[src/rtl/float_sign_unit.sv]
// Pipelined IEEE-754 sign manipulation: pass, negate, abs, copysign, plus NaN/zero flags.
// Valid/ready on both sides; the whole pipe advances or freezes as one.
module float_sign_unit #(
  parameter int WIDTH    = 64,
  parameter int EXP_BITS = 11,
  parameter int STAGES   = 2
) (
  input  logic             clk,
  input  logic             rst,
  input  logic [WIDTH-1:0] in_a,
  input  logic [WIDTH-1:0] in_b,
  input  logic [1:0]       in_mode,
  input  logic             in_valid,
  output logic             in_ready,
  output logic [WIDTH-1:0] out_z,
  output logic             out_nan,
  output logic             out_zero,
  output logic             out_valid,
  input  logic             out_ready
);

  localparam int MANT_BITS = WIDTH - 1 - EXP_BITS;

  localparam logic [1:0] MODE_PASS = 2'd0;
  localparam logic [1:0] MODE_NEG  = 2'd1;
  localparam logic [1:0] MODE_ABS  = 2'd2;

  logic                         advance;
  logic                         sign_calc;
  logic [WIDTH-1:0]             z_calc;
  logic [EXP_BITS-1:0]          exp_calc;
  logic [MANT_BITS-1:0]         mant_calc;
  logic                         nan_calc;
  logic                         zero_calc;

  logic [STAGES-1:0]            valid_q, valid_d;
  logic [STAGES-1:0][WIDTH-1:0] z_q, z_d;
  logic [STAGES-1:0]            nan_q, nan_d;
  logic [STAGES-1:0]            zero_q, zero_d;

  // Only the sign bit of operand B is ever consulted.
  logic unused_b_bits;
  assign unused_b_bits = ^in_b[WIDTH-2:0];

  // Handshake: a beat moves on a rising edge when valid && ready on that side.
  // in_ready depends only on the output side so no combinational loop forms
  // through an upstream producer that looks at in_ready before raising in_valid.
  assign advance  = !out_valid || out_ready;
  assign in_ready = advance;

  always_comb begin
    sign_calc = in_b[WIDTH-1];
    case (in_mode)
      MODE_PASS: sign_calc = in_a[WIDTH-1];
      MODE_NEG:  sign_calc = ~in_a[WIDTH-1];
      MODE_ABS:  sign_calc = 1'b0;
      default:   sign_calc = in_b[WIDTH-1];
    endcase
    z_calc    = {sign_calc, in_a[WIDTH-2:0]};
    exp_calc  = z_calc[WIDTH-2 -: EXP_BITS];
    mant_calc = z_calc[MANT_BITS-1:0];
    nan_calc  = (&exp_calc) && (|mant_calc);
    zero_calc = (z_calc[WIDTH-2:0] == '0);
  end

  // Slice 0 takes the freshly computed result; a cycle that advances without
  // an accepted beat inserts a bubble rather than collapsing existing ones.
  always_comb begin
    valid_d = valid_q;
    z_d     = z_q;
    nan_d   = nan_q;
    zero_d  = zero_q;
    if (advance) begin
      valid_d[0] = in_valid;
      z_d[0]     = z_calc;
      nan_d[0]   = nan_calc;
      zero_d[0]  = zero_calc;
      for (int i = 1; i < STAGES; i++) begin
        valid_d[i] = valid_q[i-1];
        z_d[i]     = z_q[i-1];
        nan_d[i]   = nan_q[i-1];
        zero_d[i]  = zero_q[i-1];
      end
    end
  end

  always_ff @(posedge clk) begin
    if (rst) begin
      valid_q <= '0;
      z_q     <= '0;
      nan_q   <= '0;
      zero_q  <= '0;
    end else begin
      valid_q <= valid_d;
      z_q     <= z_d;
      nan_q   <= nan_d;
      zero_q  <= zero_d;
    end
  end

  assign out_valid = valid_q[STAGES-1];
  assign out_z     = z_q[STAGES-1];
  assign out_nan   = nan_q[STAGES-1];
  assign out_zero  = zero_q[STAGES-1];

endmodule

[config.mk]
export PLATFORM = sky130hd
export DESIGN_NAME = float_sign_unit
export DESIGN_NICKNAME = d
export VERILOG_FILES = /design/src/rtl/float_sign_unit.sv
export SDC_FILE = /design/constraint.sdc
export NUM_CORES = 1
export LEC_CHECK = 0
export BUFFER_PORTS_ARGS = -buffer_cell sky130_fd_sc_hd__buf_2
export CELL_PAD_IN_SITES_DETAIL_PLACEMENT = 0
export CELL_PAD_IN_SITES_GLOBAL_PLACEMENT = 1
export CORE_UTILIZATION = 31
export DETAILED_ROUTE_END_ITERATION = 10
export PLACE_DENSITY = 0.83
export SLEW_MARGIN = 30
export SYNTH_ARGS = -nofsm -noshare
export SYNTH_HDL_FRONTEND = slang
export SYNTH_SLANG_ARGS = --single-unit
[constraint.sdc]
create_clock -name clk -period 1.1 [get_ports clk]
set_input_delay 0.22 -clock clk [delete_from_list [all_inputs] [get_ports clk]]
set_output_delay 0.22 -clock clk [all_outputs]
set_load 0.05 [all_outputs]
# Word-level counts from Yosys, hierarchy flattened
# Index checks and enable logic that the tools add are counted.
# totals
out_inout_bits	68
rom_bits	0
register_bits	134
wordCells	16
n_memories	0
mem_bits_rw	0
latch_bits	0
# classes
bitwise_logic	1
shift	0
n_reduce_logical	7
mul	0
div	0
eq_ne	2
add_sub_neg	0
n_mux	1
order_cmp	0
# ops
cell	count
logical NOT 63 bit	1
OR reduction 52 bit	1
AND reduction 11 bit	1
case mux 1 bit (3 select lines)	1
== test 2 x 1 -> 1 bit (second input constant)	1
== test 2 bit (second input constant)	1
logical NOT 2 bit	1
logical AND 1 bit	1
logical NOT 1 bit	1
logical OR 1 bit	1
NOT 1 bit	1

# Depth between registers and ports, before layout
# depth
depth_word	2
mapped_depth	7
ltp_nobuf	5

# Worst setup path after synthesis
# Ideal clock, no wire load.
# synth_timing
path_kind	register -> register
startpoint	reg valid_q[1]
endpoint	reg z_q (netlist bit out_z[37])
stages_incl_launch_ff	8
required_time_ps	968
arrival_time_ps	1423
path_buffers	3
path_slack_ps	-456
path_cell_list	dfxtp_1 > nor2b_1 > buf_2 > inv_2 > buf_4 > buf_4 > nand2_1 > a21oi_1
# synth_between
elab_chain_len	2
# synth_rtl
item	line_no	source
from (decl)	36	logic [STAGES-1:0] valid_q, valid_d;
from (signal assigned)	94	valid_q <= valid_d;
logical NOT 1 bit	48	assign advance = !out_valid || out_ready;
logical OR 1 bit	48	
to (signal assigned)	95	z_q <= z_d;
to (decl)	37	logic [STAGES-1:0][WIDTH-1:0] z_q, z_d;
# Every way passes these cells.
# A chain may end at the register's enable or synchronous reset.

# Worst setup path in the final report
# layout_timing
startpoint	reg valid_q[1]
endpoint	out in_ready
# layout_between
elab_chain_len	2
# layout_rtl
item	line_no	source
logical NOT 1 bit	48	
logical OR 1 bit	48	
to (decl)	14	output logic in_ready,
# Every way passes these cells.

==> results.toml <==
[status]
status = "complete, but fails checks"
failed_checks = "negative setup slack"

[timing]
skew_ns = 0.00774
fin_crit_sh_pct = 133
rsz0062_at_grt = "yes"
setup_viol = 202
layout_min_cycle_time_ns = 1.47
max_freq_mhz = 682
slew_viol_final = 0
tightest_slew_ns = 0.435
slew-limit-headroom_pct = 70.7
finalWorstSetupSlack_ns = -0.367
final-hold-violation-count = 0

[placed_design]
gp_congestion = 0.741
dp_hpwl_mm = 8.53
placed_area_mm2 = 0.00596
io_buffer_count = 138
pre_cts_ws_ns = -0.598

[layout]
seqCellArea_mm2 = 0.00277
finalInstanceArea_mm2 = 0.00924
utilization_pct = 55.7
multiInputGateArea_mm2 = 0.00272
num_antenna_cells = 0
area_growth_pct = 75.9
nNetsFinal = 950
n_fill_cell = 1434
drive_gt1_share_pct = 60.4

[worst_setup_path]
slowest_stage = "dfxtp_4"
critPathArrivalTime_ns = 1.25
critical_path_class = "flip-flop to output pin"
endpoint_kind = "output pin"
crit_path_max_fanout = 3
path_cells = "nor2b_4, buf_12, inv_16, buf_12"
cp_common_cell = "buf_12"
crit_path_max_incr_delay_ns = 0.34
critPathLaunchType = "flip-flop"
critPathRequiredTime_ns = 0.88

[logic_synthesis]
synth_edf_count = 0
yosys_register_bits = 134
synth_area_leader_cell = "dfxtp_1"
syn_nets = 806
yosys-top-cells-area = "dfxtp_1, nand2_1, a21oi_1"
synth_top_area_share_pct = 51.1
synthFlopType = "dfxtp_1"
ys_top_cells_by_count = "nand2_1, dfxtp_1, a21oi_1"
synthDistinctLibCells = 20
ys_warn_count = 0
async_reset_ff_share_pct = 0
synth.avg_cell_area_um2 = 7.82
postSynthCellCount = 672
synth.most_common_cell = "nand2_1"
synth_seq_area_share_pct = 51.1
syn-cell-area_mm2 = 0.00525

[routing]
dr_wl_met3_um = 680
wl_per_cell_um = 16.1
drc = 0
vias_per_cell = 4.73
first_iter_violations = 210
routed_wirelength_mm = 16.8
vias = 4956
route.met2.wl_mm = 8.68
top_layer = "met5"
drtPass1Iterations = 4
drt-met1-wl_mm = 7.18
ant_nets = 0

[clocking]
cts_root_buf = "clkbuf_16"
clk_pin_slew_worst_paths_ns = 0.06
cts_tree = "built"
clock_path_buffers = 2
htreeDepth = 4
clock_sinks = 134
clk_latency_ns = 0.42
postCtsHoldBufs = 0
numCtsBuffers = 17

[global_routing]
grt_pass1_wl_mm = 22.5
gr-total-overflow = 0
grt_pass1_vias = 4242
grt_max_degree = 60
track_usage_pct = 16.6
antenna_found_initial = 1

[worst_hold_path]
hp-class = "input pin to flip-flop"

[floorplan]
coreArea_mm2 = 0.0166
pin_count = 202
start_util_pct = 31.7
die_w_um = 132
die_h_um = 132
num_rows = 47
dieArea_mm2 = 0.0175

[power_and_ir_drop]
power_density_mw_per_mm2 = 1450
p_leak_nw = 3.77
peakVddDrop_mv = 1.03

[job]
drv_cap = 0
==> metrics by stage <==
step | cells | power, mW | setup TNS (ns) | hold WS, ns
detailed placement | 964 | 6.68 | -20.30 | 0.440
floorplan | 672 | 6.34 | -19.27 | 0.360
CTS | 1011 | 12.8 | -36.18 | 0.0306
global route | 1048 | 13.9 | -46.30 | 0.0484
global placement | 964 | 6.67 | -20.12 | 0.435
finish | 1048 | 13.4 | -39.09 | 0.0531
==> flip-flops by register name (all words and copies together) (netlist names) <==
| name | count |
|---|---|
| out_z | 64 |
| z_q | 64 |
| nan_q | 2 |
| valid_q | 2 |
| zero_q | 2 |
==> area by class of cell <==
type / instances / share of cell area, %
clock buffer: 22 / 5.25
timing repair buffer: 233 / 30.8
inverter: 1 / 0.217
tap: 220 / 2.98
sequential: 134 / 30.0
clock inverter: 9 / 1.33
multi-input combinational: 429 / 29.4
==> cell families after synthesis <==
family	after synthesis	synth area share (%)
flops	134	51.1
buf+inv	109	13.4
simple gates	295	22.6
compound gates	134	13.0
==> path summary, 6_finish.rpt <==
check	from	to	slack [ns]	cells past startpoint
worst max register to register	valid_q[1]$_SDFFE_PP0P_	z_q[17]$_SDFFE_PP0P_	-0.34	8
worst min register to register	z_q[35]$_SDFFE_PP0P_	out_z[35]$_SDFFE_PP0P_	0.45	2
worst min-delay path	in_a[18]	z_q[18]$_SDFFE_PP0P_	0.05	3
worst max-delay path	valid_q[1]$_SDFFE_PP0P_	in_ready	-0.37	4
==> worst max-delay path, delay by kind of cell, from the launching register on <==
| kind | cells | cell delay [ns] |
|---|---|---|
| buf+inv | 3 | 0.31 |
| flops | 1 | 0.34 |
| simple gates | 1 | 0.18 |
==> layer usage <==
| metal | GRT usage [%] | vias up |
|---|---|---|
| met5 | 0 | - |
| met4 | 5.81 | 2 |
| met3 | 4.19 | 23 |
| met2 | 27.0 | 128 |
| met1 | 21.3 | 2375 |
| li1 | - | 2428 |
==> where the power goes <==
part	internal, mW	switching [mW]	total, mW
Clock	3.79	2.08	5.87
Sequential	5.14	0.210	5.35
Combinational	1.03	1.16	2.19
==> cell usage in the layout (no fill, tap or decap) <==
cell type / Yosys / routed
nor4_2: 2 / 2
nand3_1: 1 / 1
nand4_1: 5 / 5
nor4_1: 14 / 14
clkbuf_16: 0 / 37
nand2_4: 0 / 64
dfxtp_1: 134 / 67
clkinvlp_4: 0 / 1
buf_8: 0 / 46
buf_2: 16 / 70
buf_16: 0 / 16
nand2_2: 1 / 31
a221oi_2: 0 / 1
bufbuf_16: 0 / 1
buf_12: 0 / 12
and4_1: 1 / 1
dfxtp_2: 0 / 64
bufinv_16: 0 / 3
buf_4: 73 / 43
clkinv_2: 0 / 5
nand2_1: 262 / 168
clkbuf_1: 19 / 2
o41ai_2: 0 / 1
o21ai_0: 1 / 1
a21oi_2: 0 / 67
inv_16: 0 / 1
buf_6: 0 / 26
nor2b_4: 0 / 1
nor2_1: 6 / 3
a22o_1: 1 / 1
nor2_4: 0 / 3
clkbuf_8: 0 / 2
a21oi_1: 130 / 63
dfxtp_4: 0 / 3
nor3_1: 2 / 2
==> timing repair <==
| item | in CTS | in global routing |
|---|---|---|
| setup buffers | 4 | 14 |
| gates resized for setup | 135 | 436 |
| cloned | 12 | 23 |
| setup endpoints to repair | 202 | 202 |
| pin swaps | 18 | 78 |
Note: power is estimated with default switching activity, not from simulation.
